===== config.mk =====
export PLATFORM = sky130hd
export DESIGN_NAME = uart_tx_fifo
export DESIGN_NICKNAME = d
export VERILOG_FILES = /design/src/rtl/uart_pkg.sv /design/src/rtl/sync_fifo.sv /design/src/rtl/uart_tx_fifo.sv
export SDC_FILE = /design/constraint.sdc
export NUM_CORES = 1
export LEC_CHECK = 0
export CAP_MARGIN = 20
export CORE_AREA = 2 2 117 119
export CTS_BUF_LIST = sky130_fd_sc_hd__clkbuf_4 sky130_fd_sc_hd__clkbuf_8
export DETAILED_ROUTE_END_ITERATION = 6
export DIE_AREA = 0 0 119 121
export HOLD_SLACK_MARGIN = 0.1
export MAX_ROUTING_LAYER = met4
export PLACE_DENSITY = 0.71
export RECOVER_POWER = 100
export SYNTH_ARGS = -nofsm -noshare
export SYNTH_HDL_FRONTEND = slang
export SYNTH_SLANG_ARGS = --single-unit

===== constraint.sdc =====
create_clock -name i_clk -period 3.9 [get_ports i_clk]
set_input_delay 0.585 -clock i_clk [delete_from_list [all_inputs] [get_ports i_clk]]
set_output_delay 0.585 -clock i_clk [all_outputs]
set_load 0.01 [all_outputs]

===== src/rtl/uart_pkg.sv =====
// Shared UART definitions: parity modes, transmitter state encoding and
// elaboration-time helpers used by the TX path (and a later RX path).
package uart_pkg;

  localparam logic [1:0] PARITY_NONE = 2'd0;
  localparam logic [1:0] PARITY_EVEN = 2'd1;
  localparam logic [1:0] PARITY_ODD  = 2'd2;

  typedef enum logic [2:0] {
    TX_IDLE   = 3'd0,
    TX_START  = 3'd1,
    TX_DATA   = 3'd2,
    TX_PARITY = 3'd3,
    TX_STOP   = 3'd4
  } tx_state_t;

  // Rounded to the nearest whole clock so the bit-time error stays below half a cycle.
  function automatic int cycles_per_bit(input int clk_freq, input int baud_rate);
    return (clk_freq + baud_rate / 2) / baud_rate;
  endfunction

  // Word is zero-extended to 8 bits, which leaves its XOR reduction unchanged.
  function automatic logic parity_bit(input logic [7:0] word, input logic [1:0] mode);
    logic p;
    p = ^word;
    case (mode)
      PARITY_EVEN: return p;
      PARITY_ODD:  return ~p;
      default:     return 1'b0;
    endcase
  endfunction

endpackage


===== src/rtl/sync_fifo.sv =====
// Single-clock FIFO with registered occupancy count and full/empty flags.
// Read data is presented combinationally from the head entry.
module sync_fifo #(
  parameter int WIDTH = 8,
  parameter int DEPTH = 16
) (
  input  logic                     clk,
  input  logic                     rst,
  input  logic                     wr_en,
  input  logic [WIDTH-1:0]         wr_data,
  input  logic                     rd_en,
  output logic [WIDTH-1:0]         rd_data,
  output logic                     full,
  output logic                     empty,
  output logic [$clog2(DEPTH):0]   count
);

  localparam int AW = $clog2(DEPTH);
  localparam int CW = AW + 1;

  logic [WIDTH-1:0] mem [DEPTH];
  logic [AW-1:0]    wr_ptr;
  logic [AW-1:0]    rd_ptr;
  logic             do_wr;
  logic             do_rd;

  assign full    = (count == CW'(DEPTH));
  assign empty   = (count == CW'(0));
  assign do_wr   = wr_en && !full;
  assign do_rd   = rd_en && !empty;
  assign rd_data = mem[rd_ptr];

  always_ff @(posedge clk or posedge rst) begin
    if (rst) begin
      wr_ptr <= '0;
      rd_ptr <= '0;
      count  <= '0;
    end else begin
      if (do_wr) begin
        wr_ptr <= wr_ptr + AW'(1);
      end
      if (do_rd) begin
        rd_ptr <= rd_ptr + AW'(1);
      end
      case ({do_wr, do_rd})
        2'b10:   count <= count + CW'(1);
        2'b01:   count <= count - CW'(1);
        default: count <= count;
      endcase
    end
  end

  // Storage is not reset: pointer reset alone discards queued words.
  always_ff @(posedge clk) begin
    if (do_wr) begin
      mem[wr_ptr] <= wr_data;
    end
  end

endmodule


===== src/rtl/uart_tx_fifo.sv =====
// UART transmitter fed by a TX FIFO; frames leave back-to-back while words
// are queued, with data width, parity, stop bits and baud fixed at elaboration.
module uart_tx_fifo
  import uart_pkg::*;
#(
  parameter int CLK_FREQ    = 100_000_000,
  parameter int BAUD_RATE   = 115_200,
  parameter int DATA_BITS   = 8,
  parameter int PARITY_MODE = 0,
  parameter int STOP_BITS   = 1,
  parameter int FIFO_DEPTH  = 16
) (
  input  logic                          i_clk,
  input  logic                          i_rst,
  input  logic                          i_valid,
  output logic                          o_ready,
  input  logic [DATA_BITS-1:0]          i_data,
  output logic                          o_tx,
  output logic                          o_busy,
  output logic [$clog2(FIFO_DEPTH):0]   o_fifo_count
);

  localparam int CPB   = cycles_per_bit(CLK_FREQ, BAUD_RATE);
  localparam int CNT_W = (CPB < 2) ? 1 : $clog2(CPB);
  localparam int IDX_W = 3;

  if (DATA_BITS < 5 || DATA_BITS > 8) begin : g_bad_data_bits
    $error("uart_tx_fifo: DATA_BITS must be 5..8");
  end
  if (PARITY_MODE < 0 || PARITY_MODE > 2) begin : g_bad_parity
    $error("uart_tx_fifo: PARITY_MODE must be 0, 1 or 2");
  end
  if (STOP_BITS < 1 || STOP_BITS > 2) begin : g_bad_stop
    $error("uart_tx_fifo: STOP_BITS must be 1 or 2");
  end
  if (FIFO_DEPTH < 2 || (FIFO_DEPTH & (FIFO_DEPTH - 1)) != 0) begin : g_bad_depth
    $error("uart_tx_fifo: FIFO_DEPTH must be a power of two >= 2");
  end
  if (CPB < 2) begin : g_bad_baud
    $error("uart_tx_fifo: fewer than 2 clocks per bit");
  end

  logic                 fifo_full;
  logic                 fifo_empty;
  logic [DATA_BITS-1:0] fifo_rd;
  logic                 pop;

  tx_state_t            state, state_n;
  logic [CNT_W-1:0]     baud_cnt, baud_cnt_n;
  logic [IDX_W-1:0]     bit_idx, bit_idx_n;
  logic [DATA_BITS-1:0] shreg, shreg_n;
  logic                 par, par_n;
  logic                 tx_n;
  logic                 busy_n;
  logic                 bit_end;

  assign o_ready = !fifo_full;
  assign bit_end = (baud_cnt == CNT_W'(CPB - 1));

  sync_fifo #(
    .WIDTH (DATA_BITS),
    .DEPTH (FIFO_DEPTH)
  ) u_fifo (
    .clk     (i_clk),
    .rst     (i_rst),
    .wr_en   (i_valid),
    .wr_data (i_data),
    .rd_en   (pop),
    .rd_data (fifo_rd),
    .full    (fifo_full),
    .empty   (fifo_empty),
    .count   (o_fifo_count)
  );

  // Next-state logic; a pop always restarts the baud counter at zero.
  always_comb begin
    state_n    = state;
    baud_cnt_n = baud_cnt;
    bit_idx_n  = bit_idx;
    shreg_n    = shreg;
    par_n      = par;
    pop        = 1'b0;
    case (state)
      TX_IDLE: begin
        baud_cnt_n = '0;
        if (!fifo_empty) begin
          pop     = 1'b1;
          shreg_n = fifo_rd;
          par_n   = parity_bit(8'(fifo_rd), 2'(PARITY_MODE));
          state_n = TX_START;
        end else begin
          state_n = TX_IDLE;
        end
      end
      TX_START: begin
        if (bit_end) begin
          baud_cnt_n = '0;
          bit_idx_n  = '0;
          state_n    = TX_DATA;
        end else begin
          baud_cnt_n = baud_cnt + CNT_W'(1);
        end
      end
      TX_DATA: begin
        if (bit_end) begin
          baud_cnt_n = '0;
          shreg_n    = {1'b0, shreg[DATA_BITS-1:1]};
          if (bit_idx == IDX_W'(DATA_BITS - 1)) begin
            bit_idx_n = '0;
            state_n   = (PARITY_MODE != 0) ? TX_PARITY : TX_STOP;
          end else begin
            bit_idx_n = bit_idx + IDX_W'(1);
          end
        end else begin
          baud_cnt_n = baud_cnt + CNT_W'(1);
        end
      end
      TX_PARITY: begin
        if (bit_end) begin
          baud_cnt_n = '0;
          bit_idx_n  = '0;
          state_n    = TX_STOP;
        end else begin
          baud_cnt_n = baud_cnt + CNT_W'(1);
        end
      end
      TX_STOP: begin
        if (bit_end) begin
          baud_cnt_n = '0;
          if (bit_idx == IDX_W'(STOP_BITS - 1)) begin
            bit_idx_n = '0;
            if (!fifo_empty) begin
              pop     = 1'b1;
              shreg_n = fifo_rd;
              par_n   = parity_bit(8'(fifo_rd), 2'(PARITY_MODE));
              state_n = TX_START;
            end else begin
              state_n = TX_IDLE;
            end
          end else begin
            bit_idx_n = bit_idx + IDX_W'(1);
          end
        end else begin
          baud_cnt_n = baud_cnt + CNT_W'(1);
        end
      end
      default: begin
        state_n    = TX_IDLE;
        baud_cnt_n = '0;
        bit_idx_n  = '0;
      end
    endcase
  end

  // Line level is decoded from the next state so o_tx changes on the same edge as the FSM.
  always_comb begin
    tx_n   = 1'b1;
    busy_n = (state_n != TX_IDLE);
    case (state_n)
      TX_START:  tx_n = 1'b0;
      TX_DATA:   tx_n = shreg_n[0];
      TX_PARITY: tx_n = par_n;
      default:   tx_n = 1'b1;
    endcase
  end

  always_ff @(posedge i_clk or posedge i_rst) begin
    if (i_rst) begin
      state    <= TX_IDLE;
      baud_cnt <= '0;
      bit_idx  <= '0;
      shreg    <= '0;
      par      <= 1'b0;
      o_tx     <= 1'b1;
      o_busy   <= 1'b0;
    end else begin
      state    <= state_n;
      baud_cnt <= baud_cnt_n;
      bit_idx  <= bit_idx_n;
      shreg    <= shreg_n;
      par      <= par_n;
      o_tx     <= tx_n;
      o_busy   <= busy_n;
    end
  end

endmodule


# Word level (Yosys, flattened, before mapping)
# Memory sizes are Yosys's and may differ from the RTL's.
# Index checks and enable logic that the tools add are counted.
# totals
latch_bits	0
input_bits	11
ramBits	128
memories	1
out_inout_bits	8
wordCells	82
romBits	0
register_bits	40
# op_classes
div_mod_pow	0
mux	33
eq_ne	16
n_bitwise	1
n_lt_le_gt_ge	0
shift	0
multipliers	0
reduce_logical	14
n_addsub	6
# memory_table
name	depth	width	read_ports	rd_clocked_by_memory_dff	write_ports	line_no	rtl
u_fifo.mem	16	8	1	0	1	sync_fifo.sv:21	logic [WIDTH-1:0] mem [DEPTH];
# ops
op	n
$mux W3	11
$mux W8	4
$pmux W8 S3	1
$mux W10	2
$pmux W3 S5	1
$eq A3 B2 Y1 const B	4
$pmux W3 S4	1
$add A10 B1 Y10 const B	1
$eq A10 B10 Y1 const B	1
$pmux W5 S2	1
$mux W1	9
$add A4 B1 Y4 const B	2
$reduce_and A4 Y1	2
$eq A3 B1 Y1 const B	2
$eq A3 B3 Y1 const B	2
$logic_not A3 Y1	2
$ne A2 B2 Y1 const B	3
$reduce_bool A3 Y1	2
$add A5 B1 Y5 const B	1
$eq A5 B5 Y1 const B	1
$logic_not A5 Y1	1
$sub A5 B1 Y5 const B	1
$pmux W1 S2	2
$reduce_or A4 Y1	1
10 further kinds	12

# Depth between registers and ports, before layout
# depth
depth_word	8
ltp_mapped	14
mapped_depth_nobuf	14

# Hierarchy
# Synthesis repeated with hierarchy kept, for this count alone.
# hier_totals
hier_cells	477
area_unflattened_um2	7239.4
# modules_own_cells
mod	cells_per_inst	n_inst	area_each_um2	seq_area_each_um2
sync_fifo	333	1	5789.3	4169.0
uart_tx_fifo	144	1	1450.1	676.9

# Worst setup path before layout
# Ideal clock, no wire load.
# synth_path
kind	register to register
from	reg baud_cnt[0]
to	reg u_fifo.count[4]
arrival_ns	3.258
t_required_ns	3.821
n_path_buf	0
setup_ns	0.079
synth_period_minus_slack_ns	3.338
stages_incl_launch_ff	14
slack_ns	0.562
cell_sequence	dfrtp_1 ha_1 or3b_4 or4_4 a211o_1 inv_2 ha_1 inv_1 fa_1 nor2b_1 o21ai_0 and3_1 nor3_1 xor2_1
# synth_between
elab_chain_cells	6
elab_cells_between_ends	8
classes_between	3 x eq/ne; 3 x mux; 2 x reduce/logical
# synth_rtl
item	line_no	rtl
start, declared	uart_tx_fifo.sv:49	logic [CNT_W-1:0] baud_cnt, baud_cnt_n;
start signal, assigned	uart_tx_fifo.sv:178	baud_cnt <= baud_cnt_n;
$eq A10 B10 Y1 *	uart_tx_fifo.sv:58	assign bit_end = (baud_cnt == CNT_W'(CPB - 1));
$mux W1 *	uart_tx_fifo.sv:128	if (bit_end) begin
$pmux W1 S2 *	uart_tx_fifo.sv:83	case (state)
$logic_and A1 B1 Y1 *	sync_fifo.sv:30	assign do_rd = rd_en && !empty;
net u_fifo.do_rd	sync_fifo.sv:25	logic do_rd;
$eq A2 B1 Y1 / $eq A2 B2 Y1 (equally long branches)	sync_fifo.sv:45	case ({do_wr, do_rd})
$pmux W5 S2 / $reduce_bool A2 Y1 (equally long branches)	n/a	
end signal, assigned	sync_fifo.sv:46	2'b10: count <= count + CW'(1);
end signal, assigned	sync_fifo.sv:47	2'b01: count <= count - CW'(1);
end signal, assigned	sync_fifo.sv:48	default: count <= count;
end, declared	sync_fifo.sv:15	output logic [$clog2(DEPTH):0] count
# The timed path passes the listed nets; every way through them passes the cells marked *.
# A chain may end at the register's enable or synchronous reset.

# Final worst setup path
# Same ends and word-level chain as after synthesis.

==> impl_metrics.csv <==
group,metric,value,unit
finish,final_cell_count_no_fill,653,
global_route,gr-total-overflow,0,
die,core_area,0.0131,mm2
clock_network,cts_buffer_depth,2,
clock_network,root_buffer,"clkbuf_8",
synth,yosys_warnings,0,
power_and_ir_drop,worst_ir_drop_vdd,0.419,mV
clock_network,cts_resized,0,
detailed_routing,drtPass1Iterations,5,
finish,finalNetCount,489,
clock_network,ctsHtreeMaxLevel,4,
critical_path,worstPathMaxFanout,8,
critical_path,crit_path_max_incr_delay,0.54,ns
critical_path,cp-end-kind,"flip-flop",
global_route,grt_use_total,20.5,%
synth,ys_async_sr_fraction,23.8,%
clock_network,cts_hold_buf,0,
timing,final.setup.worst_slack,0.272,ns
global_route,grt_pass1_wl,21100,um
hold_path,min_path_cells,1,
clock_network,post_cts.repair.setup_buffers,0,
timing,slew_viol_final,0,
placed_design,pre_cts_ws,0.338,ns
hold_path,hold_path.class,"flip-flop to flip-flop",
global_route,grt_max_degree,25,
placed_design,post-dp-hpwl,8680,um
timing,setup_tns,0,ns
clock_network,clk_pin_slew_worst_paths,0.08,ns
die,die_w,119,um
detailed_routing,via_per_inst,5.74,
critical_path,reg2reg_depth,13,
die,io_pins,19,
critical_path,cpMaxStageDelayCell,"or4_1",
critical_path,startpoint_type,"flip-flop",
finish,layout_commonest_cell,"edfxtp_1",
die,die-area,0.0144,mm2
power_and_ir_drop,finalPower,5.08,mW
status,outcome,"completed",
detailed_routing,drc,0,
critical_path,arrival,4.01,ns
detailed_routing,vias,3751,
critical_path,timing.critical_path.mode_cell,"ha_1",
placed_design,port_buffers,18,
critical_path,path_buf_inv,2,
synth,synth.avg_cell_area,16.2,um2
clock_network,clk_latency,0.47,ns
placed_design,placed_area,0.00747,mm2
detailed_routing,initialDrtViolationCount,358,
timing,fin_crit_sh,93.0,%
global_route,antenna_found_initial,0,
timing,worstMarginPinSlew,1.03,ns
die,num_rows,42,
placed_design,place.gp.congestion,0.846,
synth,synth-edff-count,128,
detailed_routing,routedWlPerCell,20.2,um
finish,diodes,0,
global_route,grt_pass1_vias,3838,
synth,ys_types,53,
synth,synth_seq_cells,168,
timing,hold_viol_final,0,
power_and_ir_drop,p_leak,2.72,nW
finish,final_cell_mix,"128 x edfxtp_1, 38 x nor2_1, 38 x dfrtp_1, 29 x mux4_2, 23 x nand2_1",
detailed_routing,ant_nets,0,
finish,area_delta_synth_final,11.0,%
synth,ys_seq_area_share,68.8,%
clock_network,cts.sinks,168,
power_and_ir_drop,powerDensity,650,mW/mm2
finish,drive_gt1_share,16.8,%
clock_network,cts_buffers,17,
finish,final_area,0.00782,mm2
job,drv_cap,0,
synth,synth_area,0.00705,mm2
timing,skew,0.0186,ns
clock_network,cts_tree,"done",
critical_path,critical_path_class,"flip-flop to flip-flop",
critical_path,path_depth,13,
detailed_routing,postRouteWirelength,13200,um
timing,period_minus_slack,3.63,ns
placed_design,post-place-cells,621,
die,die_h,121,um
synth,netlist_instances,435,
synth,syn_nets,460,
timing,rsz0062_at_grt,"false",
synth,ys.flop_type,"edfxtp_1",
timing,finalSetupViolations,0,
timing,slew_headroom,31.2,%
critical_path,crit_required,4.29,ns
critical_path,path_delay_family,"simple AND/OR/NAND/NOR gates",
timing,max_freq,276,MHz
critical_path,cp_cell_sequence,"ha_1 -> or3b_4 -> or4_1 -> a211o_1 -> inv_2 -> ha_1 -> inv_1 -> fa_1 -> nor2b_1 -> o21ai_0 -> and3_1 -> nor3_1 -> xor2_1",
die,start_util,53.9,%
==> layout make-up <==
cell class	instances	area (um2)
clock inverter	15	168
clock buffer	17	234
inverter	13	48.8
tap	176	220
fill	969	5270
timing repair buffer	27	234
multi-input combinational	237	2070
sequential	168	4850
==> worst register-to-register path, delay by kind of cell (launching register included) <==
family / cells / cell delay [ns]
fa+ha+maj: 3 / 0.87
buf+inv: 2 / 0.25
simple gates: 5 / 1.44
compound gates: 2 / 0.44
flops: 1 / 0.39
xor+xnor: 1 / 0.16
==> sequential cells by signal (all words and copies together) (netlist names) <==
name / cells
u_fifo.count: 5
o_busy: 1
o_tx: 1
baud_cnt: 10
u_fifo.mem: 128
bit_idx: 3
state: 3
shreg: 8
u_fifo.wr_ptr: 4
par: 1
u_fifo.rd_ptr: 4
==> power by group <==
group	total [mW]	switching (mW)	internal, mW
clock	1.24	0.659	0.583
sequential	2.50	0.296	2.21
combinational	1.34	0.665	0.675
total	5.08	1.62	3.46
==> routing by layer <==
layer  up-vias  global-route usage, %  routed length [um]
met3        12                   5.26                 631
li1       1731                      -                   -
met1      1920                   26.4                5650
met4         0                   5.43                 165
met2        88                   32.9                6760
met5         -                      -                   0
==> synth_stat cells, types with 4 or more instances <==
cell | number | area [um2]
ha_1 | 13 | 163
edfxtp_1 | 128 | 3840
clkbuf_1 | 7 | 26.3
xnor2_1 | 12 | 105
nand2_1 | 23 | 86.3
a21oi_1 | 5 | 25.0
mux4_2 | 29 | 653
inv_1 | 12 | 45.0
buf_2 | 4 | 20.0
buf_1 | 5 | 18.8
nor2b_1 | 5 | 31.3
mux2i_1 | 4 | 40.0
dfrtp_1 | 39 | 976
xor2_1 | 7 | 61.3
nand3_1 | 5 | 25.0
nand2b_1 | 4 | 25.0
a211oi_1 | 6 | 45.0
nor2_1 | 38 | 143
mux2_2 | 10 | 113
nor3_1 | 12 | 60.1
a221o_1 | 5 | 50.1
a221oi_1 | 5 | 43.8
o21ai_0 | 11 | 55.1
==> final timing paths <==
kind | startpoint | endpoint | slack (ns)
max in group asynchronous | i_rst | shreg[0]$_DFF_PP0_ | 2.08
worst min-delay path | baud_cnt[0]$_DFF_PP0_ | baud_cnt[0]$_DFF_PP0_ | 0.49
worst min register to register | baud_cnt[0]$_DFF_PP0_ | baud_cnt[0]$_DFF_PP0_ | 0.49
worst max-delay path | baud_cnt[0]$_DFF_PP0_ | u_fifo.count[4]$_DFFE_PP0P_ | 0.27
min in group asynchronous | i_rst | baud_cnt[9]$_DFF_PP0_ | 0.60
worst max register to register | baud_cnt[0]$_DFF_PP0_ | u_fifo.count[4]$_DFFE_PP0P_ | 0.27
==> logic make-up (layout without fill, tap and decap cells) <==
kind of cell | after synthesis | in the layout | share of synthesized area (%)
flip-flops | 168 | 168 | 68.8
AND/OR/NAND/NOR | 114 | 114 | 8.17
AO/OA/AOI/OAI | 47 | 47 | 4.92
multiplexers | 43 | 43 | 11.4
buffers and inverters | 30 | 72 | 1.78
XOR/XNOR | 19 | 19 | 2.36
adder cells (fa/ha/maj) | 14 | 14 | 2.59
==> stage by stage <==
step	hold WS, ns	utilization (%)
after floorplan	0.454	-
after global placement	0.466	56.9
after detailed placement	0.472	57.1
after CTS	0.490	60.2
after global routing	0.513	59.8
final	0.490	59.8
Note: power is estimated with default switching activity, not from simulation.
